`src/rtl/uart_rx.sv`:
```
// UART receiver: 8-bit LSB-first frames with optional even/odd parity and one stop bit.
// Optional build macro UART_RX_SYNC_EN adds a 2-flop RXD synchronizer (+2 cycles latency).
module uart_rx #(
  parameter int CLKS_PER_BIT = 1
) (
  input  logic       CLK,
  input  logic       RST,
  input  logic       RXD,
  input  logic [1:0] PARITY_MODE,
  output logic [7:0] DATA_OUT,
  output logic       VALID,
  output logic       PARITY_ERR,
  output logic       FRAME_ERR
);

  localparam int HALF = (CLKS_PER_BIT - 1) / 2;
  localparam int TW   = (CLKS_PER_BIT > 1) ? $clog2(CLKS_PER_BIT) : 1;
  localparam logic [TW-1:0] BIT_RELOAD  = TW'(CLKS_PER_BIT - 1);
  localparam logic [TW-1:0] HALF_RELOAD = TW'((HALF > 0) ? HALF - 1 : 0);

  typedef enum logic [2:0] {
    S_IDLE,
    S_START,
    S_DATA,
    S_PARITY,
    S_STOP
  } state_t;

  logic rxd_s;

`ifdef UART_RX_SYNC_EN
  logic [1:0] sync_q;

  always_ff @(posedge CLK) begin
    if (RST) sync_q <= 2'b11;
    else     sync_q <= {sync_q[0], RXD};
  end

  assign rxd_s = sync_q[1];
`else
  assign rxd_s = RXD;
`endif

  state_t          state_q, state_n;
  logic [TW-1:0]   timer_q, timer_n;
  logic [2:0]      bit_cnt_q, bit_cnt_n;
  logic [7:0]      shreg_q, shreg_n;
  logic [1:0]      mode_q, mode_n;
  logic            armed_q, armed_n;
  logic            pmis_q, pmis_n;
  logic [7:0]      data_q, data_n;
  logic            valid_q, valid_n;
  logic            perr_q, perr_n;
  logic            ferr_q, ferr_n;

  logic            tick;
  logic            par_en;

  assign tick   = (timer_q == '0);
  assign par_en = (mode_q == 2'b01) || (mode_q == 2'b10);

  always_ff @(posedge CLK) begin
    if (RST) begin
      state_q   <= S_IDLE;
      timer_q   <= '0;
      bit_cnt_q <= '0;
      shreg_q   <= '0;
      mode_q    <= '0;
      armed_q   <= 1'b0;
      pmis_q    <= 1'b0;
      data_q    <= '0;
      valid_q   <= 1'b0;
      perr_q    <= 1'b0;
      ferr_q    <= 1'b0;
    end else begin
      state_q   <= state_n;
      timer_q   <= timer_n;
      bit_cnt_q <= bit_cnt_n;
      shreg_q   <= shreg_n;
      mode_q    <= mode_n;
      armed_q   <= armed_n;
      pmis_q    <= pmis_n;
      data_q    <= data_n;
      valid_q   <= valid_n;
      perr_q    <= perr_n;
      ferr_q    <= ferr_n;
    end
  end

  always_comb begin
    state_n   = state_q;
    timer_n   = timer_q;
    bit_cnt_n = bit_cnt_q;
    shreg_n   = shreg_q;
    mode_n    = mode_q;
    armed_n   = armed_q;
    pmis_n    = pmis_q;
    data_n    = data_q;
    valid_n   = 1'b0;
    perr_n    = 1'b0;
    ferr_n    = 1'b0;

    case (state_q)
      S_IDLE: begin
        if (rxd_s) armed_n = 1'b1;
        // A low line only starts a frame once it has been seen high (break guard).
        if (armed_q && !rxd_s) begin
          mode_n    = PARITY_MODE;
          bit_cnt_n = '0;
          pmis_n    = 1'b0;
          if (HALF == 0) begin
            state_n = S_DATA;
            timer_n = BIT_RELOAD;
          end else begin
            state_n = S_START;
            timer_n = HALF_RELOAD;
          end
        end
      end

      S_START: begin
        if (tick) begin
          if (!rxd_s) begin
            state_n = S_DATA;
            timer_n = BIT_RELOAD;
          end else begin
            state_n = S_IDLE;
          end
        end else begin
          timer_n = timer_q - TW'(1);
        end
      end

      S_DATA: begin
        if (tick) begin
          shreg_n   = {rxd_s, shreg_q[7:1]};
          bit_cnt_n = bit_cnt_q + 3'd1;
          timer_n   = BIT_RELOAD;
          if (bit_cnt_q == 3'd7) state_n = par_en ? S_PARITY : S_STOP;
        end else begin
          timer_n = timer_q - TW'(1);
        end
      end

      S_PARITY: begin
        if (tick) begin
          // Even wants XOR of data and parity = 0, odd wants 1.
          pmis_n  = (^shreg_q) ^ rxd_s ^ (mode_q == 2'b10);
          timer_n = BIT_RELOAD;
          state_n = S_STOP;
        end else begin
          timer_n = timer_q - TW'(1);
        end
      end

      S_STOP: begin
        if (tick) begin
          data_n  = shreg_q;
          valid_n = 1'b1;
          ferr_n  = ~rxd_s;
          perr_n  = pmis_q & par_en;
          armed_n = 1'b0;
          timer_n = '0;
          state_n = S_IDLE;
        end else begin
          timer_n = timer_q - TW'(1);
        end
      end

      default: state_n = S_IDLE;
    endcase
  end

  assign DATA_OUT   = data_q;
  assign VALID      = valid_q;
  assign PARITY_ERR = perr_q;
  assign FRAME_ERR  = ferr_q;

endmodule
```
`config.mk`:
```
export PLATFORM = sky130hd
export DESIGN_NAME = uart_rx
export DESIGN_NICKNAME = d
export VERILOG_FILES = /design/src/rtl/uart_rx.sv
export SDC_FILE = /design/constraint.sdc
export NUM_CORES = 1
export LEC_CHECK = 0
export ABC_CLOCK_PERIOD_IN_PS = 2300
export CELL_PAD_IN_SITES_DETAIL_PLACEMENT = 0
export CELL_PAD_IN_SITES_GLOBAL_PLACEMENT = 1
export CORE_MARGIN = 5
export CORE_UTILIZATION = 42
export CTS_BUF_LIST = sky130_fd_sc_hd__clkbuf_4 sky130_fd_sc_hd__clkbuf_8
export DETAILED_ROUTE_END_ITERATION = 8
export HOLD_SLACK_MARGIN = 0.05
export PLACE_DENSITY_LB_ADDON = 0.1
export RECOVER_POWER = 100
export SLEW_MARGIN = 20
export SYNTH_ARGS = -nofsm -noshare
export SYNTH_HDL_FRONTEND = slang
export SYNTH_SLANG_ARGS = --single-unit
```
`constraint.sdc`:
```
create_clock -name CLK -period 2.3 [get_ports CLK]
set_clock_uncertainty 0.15 [all_clocks]
set_input_delay 0.69 -clock CLK [delete_from_list [all_inputs] [get_ports CLK]]
set_output_delay 0.69 -clock CLK [all_outputs]
set_load 0.1 [all_outputs]
```
==> results by stage, run 1 <==
Global routing:
- The via count of the first global-routing pass is 847.
- For this run, the total global-route usage over all layers was measured as a little over an eighth.
- Global routing finished with a remaining overflow of 0.
- The first global-routing pass estimated ~4000 um of wire.
- The number of antenna violations at the first check in global routing was 0.
- The largest net degree at the start of global routing is 22.

Timing:
- Setup repair after global routing left no endpoint under its margin.
- The tightest hold path in the finished design has a slack of between 0.3 and 0.4 ns.
- Setup violations remaining at the end of the flow were counted as 0.
- Timing would allow up to between 500 and 600 MHz.
- The post-route setup TNS is 0 ns.
- The max-slew violation count was 0.
- In this run the tightest slew margin relative to its limit is between 50% and 60%.
- The post-layout minimum cycle time is about 2 ns.
- The share of the clock period used by the worst path after layout is 86.5%.
- The final number of hold-violating endpoints is 0.
- The transition time at the pin with the least slew margin is between 0.7 and 0.8 ns.

Yosys:
- The post-synthesis share of cell area spent on full adders, half adders and majority gates is under 10%.
- The xor/xnor share of the synthesized area is around 7.3%.
- The synthesized netlist devotes between 10% and 20% of its cell area to simple gates.
- The sequential fraction of the synthesis area is ~50%.
- Yosys mapped the design onto 27 distinct sky130hd cell types.
- The synthesized design contains 0 enable-type register cells.
- The prevailing post-synth register cell is dfxtp_1.
- The summed instance area of the synthesized netlist is about 1200 um^2.
- The synthesis-stage register bit count is 29.
- A synthesized cell averages about 9.4 um^2.
- For this run, the number of Yosys warnings is 0.
- The proportion of synthesized area in mux cells is 0%.
- The compound-gate portion of the synthesized area is 16.7%.
- Synthesis produced a netlist whose cell count is approximately 120.
- The async set-reset flop share out of synthesis is 0%.
- When the netlist entered floorplanning its net count stood at 131.
- By area, the combinational part of the netlist is dominated by simple AND/OR/NAND/NOR gates.

Worst setup path:
- For this run, the slowest stage of the critical path takes roughly 0.42 ns.
- On the critical path, the stage with the largest delay is an instance of a2111oi_2.
- The cell depth of the worst setup path is 5.
- The endpoint identified for the worst register-to-register timing path is state_q[1]$_SDFFE_PP0P_.
- In this run the critical register-to-register path is launched from bit_cnt_q[0]$_SDFFE_PP0P_.
- Counting cells, the worst reg-to-reg path comes to 5.
- The total buffers and inverters traversed by the critical path is 0.
- The critical setup path kind is reg -> reg.
- The most frequent cell on the critical path is ha_1.
- The signal on the critical path passes through ha_1 > ha_1 > a2111oi_2 > nor3_1 > a2111oi_0.
- Along the worst path, the maximum fanout reaches 3.
- At the worst endpoint, the arrival time is between 2 and 2.5 ns.
- The beginning of the critical path is bit_cnt_q[0]$_SDFFE_PP0P_.
- The sort of element at the end of the critical path is a flop.
- The kind of start point of the critical path is a flop.
- The largest delay contributor family on the critical path is compound AO/OA/AOI/OAI gates.
- At the worst endpoint, the required time is between 2 and 2.5 ns.
- The minimum setup slack among reg-to-reg paths is between 0.3 and 0.4 ns.

Pwr:
- The total power is 942 uW.
- Net switching is 23.8% of the power.
- In this run the power spent charging and discharging nets is about 220 uW.
- VDD sags by at most slightly below 0.5 mV.
- Cell internal power was estimated by the tool at between 700 and 800 uW.
- The power share of the sequential group is 54.9%.
- The reported leakage power is 0.526 nW.
- Dividing total power by cell area gives a power density of about 700 nW/um^2.
- Combinational logic is responsible for about 7.7% of the overall power.
- Per report_power, the clock group accounts for around 37% of the total.

Routing:
- The first-pass iteration count of the detailed router is 4.
- Across all layers, the routed design uses roughly 900 vias.
- After detailed routing, the total wire length is 2390 um.
- Using the TritonRoute via totals, the vias-per-cell ratio works out to ~5.3.
- Dividing the detail-routed wire length by the instance count gives between 10 and 15 um.
- The number of antenna-violating nets in the routed design is 0.
- In this run, the number of DRC markers left after iteration 0 of detailed routing was 41.
- After detailed routing, the number of remaining DRC violations is 0.

Die:
- The vertical die dimension is between 60 and 70 um.
- The floorplan core area is 2690 um^2.
- The die extent in x is about 62 um.
- The initial core utilization is between 40 and 50%.
- The standard-cell row count is 19.
- Pin placement for this block handled 16 I/O pins.
- The die covers between 3000 and 4000 um^2.

Placement:
- The total half-perimeter wirelength after legalization and detailed placement is 1600 um.
- Routability-driven placement finished with a final weighted congestion of 0.710.
- Input and output buffers added on the ports amount to 15.
- Summing all placed instances gives a cell area of 1450 um^2.

Cells and area:
- The finished cells cover between 1000 and 1500 um^2.
- The utilization after layout is around half.
- The number of antenna diodes in the final layout is 0.
- Leaving out fill and tap cells, the most frequent cell in the layout is dfxtp_1.
- Leaving out fill and tap cells, the most frequent cells in the layout are 29 x dfxtp_1, 24 x nand2_1, 16 x a21oi_1, 11 x clkbuf_2, 8 x a22o_1.
- Relative to the synthesized area, the layout overhead comes to 17.0%.
- For this run, the post-layout net count is 150.
- The ratio of cells with drive above 1 in the final layout is about 18%.

CTS:
- The clock-pin transition on the worst setup and hold timing paths is approximately 0.090 ns.
- Hold repair after CTS inserted 0 buffers.
- The clock tree from TritonCTS is done.
- CTS placed an instance of clkbuf_4 at the clock tree root.
- The clock net sink count is 29.
- The H-tree depth is 2.
- The worst-skew pair later-pin latency is 0.32 ns.
- Buffers inserted during clock tree synthesis total 5.
- Counting along the longest clock path gives a buffer depth of 2.

Worst hold path:
- The class of the tightest hold or removal check is reg -> reg.
- In this run the most critical hold path is launched from mode_q[0]$_SDFFE_PP0P_.
- The end point of the worst hold path is mode_q[0]$_SDFFE_PP0P_.
- The worst hold path stage count is 2.

Run:
- The max capacitance violation total is 0.

Run status:
- The run finished with clean final reports.
-- per-stage QoR --
step | std cells | worst slack (ns)
6_report | 174 | 0.310
3_3_place_gp | 166 | -0.0985
5_1_grt | 174 | 0.155
2_1_floorplan | 123 | 0.324
3_5_place_dp | 166 | -0.197
4_1_cts | 174 | 0.126
-- worst max-delay path by stage --
stage                     slack (ns)                   endpoint
after floorplan                 0.32  bit_cnt_q[0]$_SDFFE_PP0P_
after global placement          -0.1    state_q[1]$_SDFFE_PP0P_
after detailed placement       -0.20    state_q[1]$_SDFFE_PP0P_
after CTS                       0.13    state_q[1]$_SDFFE_PP0P_
after global routing            0.15    state_q[1]$_SDFFE_PP0P_
final                           0.31    state_q[1]$_SDFFE_PP0P_
-- sequential cells by signal (all words and copies together) (netlist names) --
| register | flops |
|---|---|
| DATA_OUT | 8 |
| shreg_q | 8 |
| bit_cnt_q | 3 |
| state_q | 3 |
| mode_q | 2 |
| FRAME_ERR | 1 |
| PARITY_ERR | 1 |
| VALID | 1 |
| armed_q | 1 |
| pmis_q | 1 |
-- logic make-up (layout without fill, tap and decap cells) --
group	after synthesis	after routing
AND/OR/NAND/NOR	46	46
flip-flops	29	29
AO/OA/AOI/OAI	28	28
buffers and inverters	9	29
XOR/XNOR	8	8
adder cells (fa/ha/maj)	3	3
-- synth_stat cells (2+ instances only) --
library cell / number / area share, %
buf_2: 2 / 0.87
nor2b_1: 3 / 1.6
nand3_1: 2 / 0.87
clkbuf_1: 6 / 2.0
a22o_1: 8 / 6.1
a2111oi_2: 2 / 2.6
nor4_1: 2 / 1.1
dfxtp_1: 29 / 50
a21oi_1: 16 / 6.9
ha_1: 3 / 3.3
nor2_1: 3 / 0.98
nor3_1: 4 / 1.7
xnor2_1: 6 / 4.6
nand2_1: 24 / 7.8
-- worst reg2reg max path, delay by kind of cell, from the launching register on --
family	cells	cell delay, ns
compound gates	2	0.84
fa+ha+maj	2	0.41
flops	1	0.34
simple gates	1	0.11
-- layout make-up --
class	instances	area, um^2
Timing Repair Buffer	20	126
Clock buffer	7	65.1
Fill cell	267	1340
Inverter	1	3.75
Sequential cell	29	581
Multi-Input combinational cell	85	531
Tap cell	31	38.8
Clock inverter	1	5.00
-- timing repair --
item,in CTS,in global routing
resized for setup,0,1
buffers inserted,0,0
endpoints found under the setup margin,0,1
-- power by group through the flow --
| stage | registers [mW] | logic [mW] | clock network [mW] |
|---|---|---|---|
| floorplan | 0.527 | 0.0509 | 0 |
| finish | 0.517 | 0.0725 | 0.353 |
| detailed placement | 0.529 | 0.0762 | 0 |
| global placement | 0.528 | 0.0755 | 0 |
| CTS | 0.517 | 0.0770 | 0.359 |
| global route | 0.518 | 0.0805 | 0.392 |
-- routing by layer --
metal	part of all wire (%)	track usage (%)	vias to the layer above
li1	-	-	468
met1	47	16.3	425
met2	44	19.2	16
met3	6.7	7.01	6
met4	1.8	5.57	0
met5	0	0	-
Power figures use the tool's default switching activity.
==> inputs of run 2 (changes only) <==
--- a/config.mk
+++ b/config.mk
@@ -9,8 +9,7 @@
 export CELL_PAD_IN_SITES_DETAIL_PLACEMENT = 0
 export CELL_PAD_IN_SITES_GLOBAL_PLACEMENT = 1
 export CORE_MARGIN = 5
-export CORE_UTILIZATION = 42
-export CTS_BUF_LIST = sky130_fd_sc_hd__clkbuf_4 sky130_fd_sc_hd__clkbuf_8
+export CORE_UTILIZATION = 40
 export DETAILED_ROUTE_END_ITERATION = 8
 export HOLD_SLACK_MARGIN = 0.05
 export PLACE_DENSITY_LB_ADDON = 0.1
==> run 2 against run 1 <==
Effect of this change: routed wire length is 1.4% lower; sequential power hardly changed; utilization grew 0.061 points; first-iteration DRC count decreased by 59%; register-to-register slack better by 0.17 ns; critical path depth did not move; non-clock buffer count did not move; power increased by 8.4%; cell count unchanged; clock-buffer cell count unchanged; largest power group unchanged; highest routed layer unchanged.
==> results by stage, run 2 (synthesized netlist as in run 1, its figures left out) <==
Timing:
- The worst hold-check slack is ~0.32 ns.
- Measured against its own limit, the worst slew margin works out to between 40% and 50%.
- The final number of hold-violating endpoints is 0.
- Setup repair after global routing left no endpoint under its margin.
- Timing would allow up to approximately 470 MHz.
- Adding up every negative setup slack in the final design gives 0 ns.
- The total of endpoints with negative setup slack in the final report is 0.
- In the finished design, the share of the clock period the worst path needs comes to between 90% and 100%.
- For the pin with the worst max-slew slack, the measured transition is about 0.78 ns.
- The max-slew violation count is 0.
- Setup slack closes at 0.179 ns.
- The post-layout minimum cycle time is roughly 2.1 ns.

CTS:
- The root buffer cell chosen for the clock tree is clkbuf_4.
- Hold repair after CTS inserted 0 buffers.
- TritonCTS built the clock tree.
- In this run, post-CTS repair resized a total of 0 instances.
- Once the clock tree was built, the setup fixing pass inserted 0 buffers.
- The worst-skew pair later-pin latency is 0.32 ns.
- The total CTS buffers is 5.
- The clock-pin transition on the worst setup and hold timing paths is roughly 0.090 ns.
- The clock net sink count is 29.
- The clock tree synthesis step divided the H-tree into 2 levels.
- The maximum clock insertion buffer count is 2.

Routing:
- Wires add up to ~2400 um.
- The average via count per standard cell is between 5 and 6.
- The routed layout has between 900 and 1000 vias.
- The wire length per cell after detailed routing is between 10 and 15 um.
- The number of DRC violations after detailed routing is 0.
- The number of DRC violations after detailed-routing iteration 0 is 17.
- The first-pass iteration count of the detailed router is 4.
- Once detail routing completed, the nets flagged for antenna violations numbered 0.

Worst setup path:
- The required time at the endpoint of the critical path is between 2 and 2.5 ns.
- The maximum fanout along the worst path is 5.
- The data arrival time of the worst path is between 2 and 2.5 ns.
- STA classifies the critical path startpoint as a primary input.
- STA classifies the critical path endpoint as a flop.
- On the worst path, the slowest cell contributes a delay of ~0.57 ns.
- The critical setup path kind is in -> reg.
- In this design, the critical path's most frequently occurring cell is a2111oi_2.
- The cell with the biggest individual delay on the critical path is clkdlybuf4s50_1.
- Walking the worst path, the cells encountered are clkdlybuf4s50_1 > nor3b_1 > a2111oi_2 > nor3_1 > a2111oi_2.

Global routing:
- Entering global routing, the biggest net connects 22 pins.
- Global routing used 12.7% of the available tracks across all layers.
- The leftover overflow at the end of global routing is 0.
- The number of antenna violations at the first check in global routing is 0.
- The first global-routing pass estimated 4110 um of wire.
- The via count of the first global-routing pass came to approximately 910.

Die:
- The standard-cell row count is 19.
- The die is 63.7 um wide.
- The floorplan step defined a die boundary enclosing between 4000 and 5000 um^2.
- The die is 63.7 um tall.
- Once the floorplan was initialized, standard cells occupied a little over two fifths of the core.
- The boundary pin count is 16.
- The region available for standard cell placement spans between 2000 and 3000 um^2.

Pwr:
- Power spread over the standard cell area amounts to 736 nW/um^2.
- Power comes to about 1 mW.
- The analysis attributes to cell leakage a power of between 0.5 and 0.6 nW.
- The worst-case IR drop observed on VDD is approximately 0.51 mV.

Placement:
- The number of buffer cells added on primary ports is 15.
- The placed instances occupy a cell area of roughly 1500 um^2.
- The total half-perimeter wirelength after legalization and detailed placement is 1590 um.
- The number of cells after detailed placement is about 170.
- The congestion estimate from routability-driven global placement came to between 0.7 and 0.8.
- The minimum setup slack after placement is -0.146 ns.

Worst hold path:
- The worst hold path belongs to the class reg -> reg.

Cells and area:
- The layout has between 200 and 300 filler cells.
- The count of nets after finishing is 150.
- The finished cells cover 1390 um^2.
- The area growth from synthesis to final layout is 20.3%.
- Cells with a size suffix above 1 make up around 17% of the layout.
- In the layout the commonest cells are 29 x dfxtp_1, 24 x nand2_1, 16 x a21oi_1, 11 x clkbuf_2, 8 x a22o_1.
- Leaving out fill and tap cells, the most frequent cell in the layout is dfxtp_1.
- The number of cells in the finished layout apart from fillers is between 150 and 200.
- The utilization after layout is ~50%.
- The number of diodes is 0.

Run:
- The tool flagged a number of max-cap violations equal to 0.

Run status:
- The flow ran to the end, and the final reports show no timing, DRC or antenna violations.
[run 2: layout make-up]
type	instances	area, um^2	share of cell area, %
clock buffers	7	55.1	3.97
clock inverters	1	30.0	2.16
inverters	1	3.75	0.271
multi-input cells	85	534	38.5
flip-flops and latches	29	581	41.8
well taps	31	38.8	2.80
repair buffers	20	145	10.5
[run 2: worst max-delay path: cells and delay by family]
kind	cells	cell delay (ns)
buf+inv	1	0.57
simple gates	2	0.21
compound gates	2	0.71
[run 2: worst paths after layout]
path | startpoint | endpoint | slack, ns | cells after the start
setup / recovery | RXD | state_q[1]$_SDFFE_PP0P_ | 0.18 | 5
hold / removal | mode_q[1]$_SDFFE_PP0P_ | mode_q[1]$_SDFFE_PP0P_ | 0.32 | 2
setup reg to reg | bit_cnt_q[0]$_SDFFE_PP0P_ | state_q[1]$_SDFFE_PP0P_ | 0.48 | 5
hold reg to reg | mode_q[1]$_SDFFE_PP0P_ | mode_q[1]$_SDFFE_PP0P_ | 0.32 | 2
[run 2: metal layers]
metal	part of all wire, %	GRT usage (%)	vias up
met5	0	0	-
met4	1.7	6.23	0
met2	45	19.3	25
met3	6.3	4.44	6
met1	47	16.0	418
li1	-	-	465
[run 2: power breakdown]
| group | internal, mW | switching [mW] | total (mW) | leakage (nW) |
|---|---|---|---|---|
| Sequential | 0.509 | 0.00780 | 0.517 | 0.234 |
| Clock | 0.260 | 0.167 | 0.427 | 0.0455 |
| Combinational | 0.0360 | 0.0421 | 0.0782 | 0.261 |
==> inputs of run 3 (changes only) <==
--- a/config.mk
+++ b/config.mk
@@ -8,8 +8,9 @@
 export ABC_CLOCK_PERIOD_IN_PS = 2300
 export CELL_PAD_IN_SITES_DETAIL_PLACEMENT = 0
 export CELL_PAD_IN_SITES_GLOBAL_PLACEMENT = 1
-export CORE_MARGIN = 5
+export CORE_MARGIN = 4
 export CORE_UTILIZATION = 40
+export CTS_BUF_LIST = sky130_fd_sc_hd__clkbuf_16
 export DETAILED_ROUTE_END_ITERATION = 8
 export HOLD_SLACK_MARGIN = 0.05
 export PLACE_DENSITY_LB_ADDON = 0.1
==> run 3 against run 2 <==
Effect of this change: final area is 3.8% higher; non-clock buffer count stayed put; utilization is 1.9 points higher; setup slack worse by 0.042 ns; power is 16% higher; register-to-register slack hardly changed; sequential share of layout area is 1.5 points lower; flip-flop and latch count stayed put; first-iteration DRC count is 53% higher; global-route usage is 1.8 points higher; worst hold slack worse by 0.0097 ns; sequential power hardly changed; critical path type unchanged.
==> results by stage, run 3 (synthesized netlist as in run 1, its figures left out) <==
Timing:
- The final number of hold-violating endpoints is 0.
- The max-slew headroom at the worst pin is slightly above 50%.
- The share of the clock period used by the worst path after layout is 94.0%.
- The post-layout minimum cycle time is around 2.2 ns.
- The max-slew violation count is 0.
- Setup repair after global routing left no endpoint under its margin.
- The setup slack after layout is around 0.14 ns.
- The fmax is approximately 460 MHz.
- Setup violations remaining at the end of the flow were counted as 0.
- The transition time at the pin with the least slew margin is 0.729 ns.
- The post-route setup TNS is 0 ns.

Routing:
- The routed metal-1 wirelength is about 1200 um.
- The average via count per standard cell is approximately 5.1.
- The highest layer touched by signal routing is met4.
- The met2 routed wirelength is between 900 and 1000 um.
- In the final routed layout, each cell accounts on average for 13.1 um.
- The first detailed-routing pass took 4 iterations.
- In the routed design, unresolved DRC markers number 0.
- The detailed router finished its first iteration with 26 violations.
- For this block, the routed nets add up to between 2000 and 2500 um of wire.
- The total via count in the routed design is between 800 and 900.
- The routed design uses 111 um of met3 wire.
- The number of antenna-violating nets in the routed design is 0.

Die:
- The die is ~62 um tall.
- The boundary pin count is 16.
- The initial core utilization is 41.8%.
- The floorplan step defined a die boundary enclosing ~3800 um^2.
- In this run the standard cell core region covers between 2000 and 3000 um^2.
- The standard-cell row count is 19.
- The die extent in x is between 60 and 70 um.

Pwr:
- The switching power total is 252 uW.
- The net switching share of the total power is between 20% and 30%.
- The areal power density over the cells is between 800 and 900 nW/um^2.
- Cell internal power was estimated by the tool at slightly above 900 uW.
- Registers are responsible for between 40% and 50% of the overall power.
- The analysis attributes to cell leakage a power of approximately 0.56 nW.
- The peak supply drop is a little over 0.6 mV.
- The clock share of power is around half.
- Combinational logic burns 6.5% of the power.

CTS:
- The root buffer selected by CTS is clkbuf_16.
- The H-tree depth is 2.
- The number of hold buffers added after CTS was 0.
- Counting along the longest clock path gives a buffer depth of 2.
- The count of instances resized after the clock tree is built is 0.
- The clock tree from TritonCTS is done.
- The clock-pin transition on the worst setup and hold timing paths is ~0.050 ns.
- The clock reaches the later pin of the worst-skew pair after between 0.2 and 0.3 ns.
- Buffers added to address setup during post-CTS repair amount to 0.
- The clock net sink count is 29.
- The total CTS buffers is 5.

Cells and area:
- The area growth from synthesis to layout is 24.8%.
- Cells with a size suffix above 1 make up 16.8% of the layout.
- Once layout is done, the placed cells without fillers occupy 1440 um^2.
- In the layout the commonest cells are 29 x dfxtp_1, 24 x nand2_1, 16 x a21oi_1, 11 x clkbuf_2, 8 x a22o_1.
- Leaving out fill and tap cells, the most frequent cell in the layout is dfxtp_1.
- 0 antenna diodes ended up in the layout.
- The net count of the finished layout is 150.

Placement:
- The post-placement cell area is roughly 1500 um^2.
- The congestion estimate from routability-driven global placement came to between 0.7 and 0.8.
- The minimum setup slack after placement is -0.148 ns.
- Once detailed placement completed, the half-perimeter wirelength came to 1520 um.
- In this run the tool buffered the top-level ports with 15 buffer cells.

Worst setup path:
- The most frequent cell on the critical path is a2111oi_2.
- STA classifies the critical path startpoint as a primary input.
- The signal on the critical path passes through clkdlybuf4s50_1 > nor3b_1 > a2111oi_2 > nor3_1 > a2111oi_2.
- The slowest stage of the critical path belongs to the cell clkdlybuf4s50_1.
- The maximum fanout along the worst path is 5.
- Together, buffers and inverters on the worst path number 1.
- The biggest cell delay along the critical path is around 0.56 ns.
- The cell family contributing the most delay on the critical path is compound AO/OA/AOI/OAI gates.
- The data arrival time of the worst path is around 2.2 ns.
- The critical setup path kind is in -> reg.
- At the worst endpoint, the required time is roughly 2.3 ns.
- The worst setup path is captured at a flop.

Global routing:
- The leftover overflow at the end of global routing is 0.
- The global-route usage over all layers is between 10% and 20%.
- The number of antenna violations at the first check in global routing is 0.
- The largest net degree at the start of global routing is 22.
- The first global-routing pass estimated slightly below 4000 um of wire.
- The via count of the first global-routing pass is roughly 840.

Run status:
- The flow ran to the end, and the final reports show no timing, DRC or antenna violations.

Worst hold path:
- The min-delay analysis places its worst path in the category reg -> reg.

Run:
- Across the run, the number of max-cap violations was 0.
==> run 3: cell types whose count changed in the layout (fill, tap and decap cells not counted), sizes merged <==
cell / before / now
clkinv: 0 / 3
buf: 5 / 4
bufinv: 1 / 0
clkbuf: 18 / 17
==> run 3: worst paths after layout <==
kind	endpoint	slack, ns	cells past startpoint	startpoint
setup / recovery	state_q[1]$_SDFFE_PP0P_	0.14	5	RXD
hold reg to reg	mode_q[0]$_SDFFE_PP0P_	0.31	2	mode_q[0]$_SDFFE_PP0P_
setup reg to reg	state_q[1]$_SDFFE_PP0P_	0.48	5	bit_cnt_q[0]$_SDFFE_PP0P_
hold / removal	mode_q[0]$_SDFFE_PP0P_	0.31	2	mode_q[0]$_SDFFE_PP0P_
==> run 3: worst reg2reg max path: cells and delay by family (launching register included) <==
kind,cells,cell delay [ns]
compound gates,2,0.73
fa+ha+maj,2,0.40
flops,1,0.32
simple gates,1,0.13
==> run 3: metal layers <==
layer	global-route usage (%)	vias up
met5	0	-
met4	10.9	0
met3	3.72	2
met2	19.9	11
met1	19.5	405
li1	-	467
==> run 3: per-stage QoR <==
step                utilization [%]  hold slack, ns  instances  total power, mW
finish                         52.2           0.306        174             1.19
global route                   52.2           0.332        174             1.24
CTS                            57.8           0.308        174             1.21
detailed placement             52.9           0.302        166            0.607
global placement               52.9           0.300        166            0.607
floorplan                         -           0.286        123            0.578
==> run 3: power groups by stage <==
stage,registers [mW],logic [mW],clock network [mW]
after floorplan,0.527,0.0509,0
after global placement,0.528,0.0790,0
after detailed placement,0.528,0.0789,0
after CTS,0.518,0.0794,0.615
after global routing,0.519,0.0867,0.629
final,0.519,0.0772,0.593
==> run 3: cell type report <==
type,instances,area [um^2]
fillers,271,1320
repair buffers,20,145
well taps,31,38.8
inverters,1,3.75
flip-flops and latches,29,581
multi-input cells,85,534
clock inverters,3,12.5
clock buffers,5,125
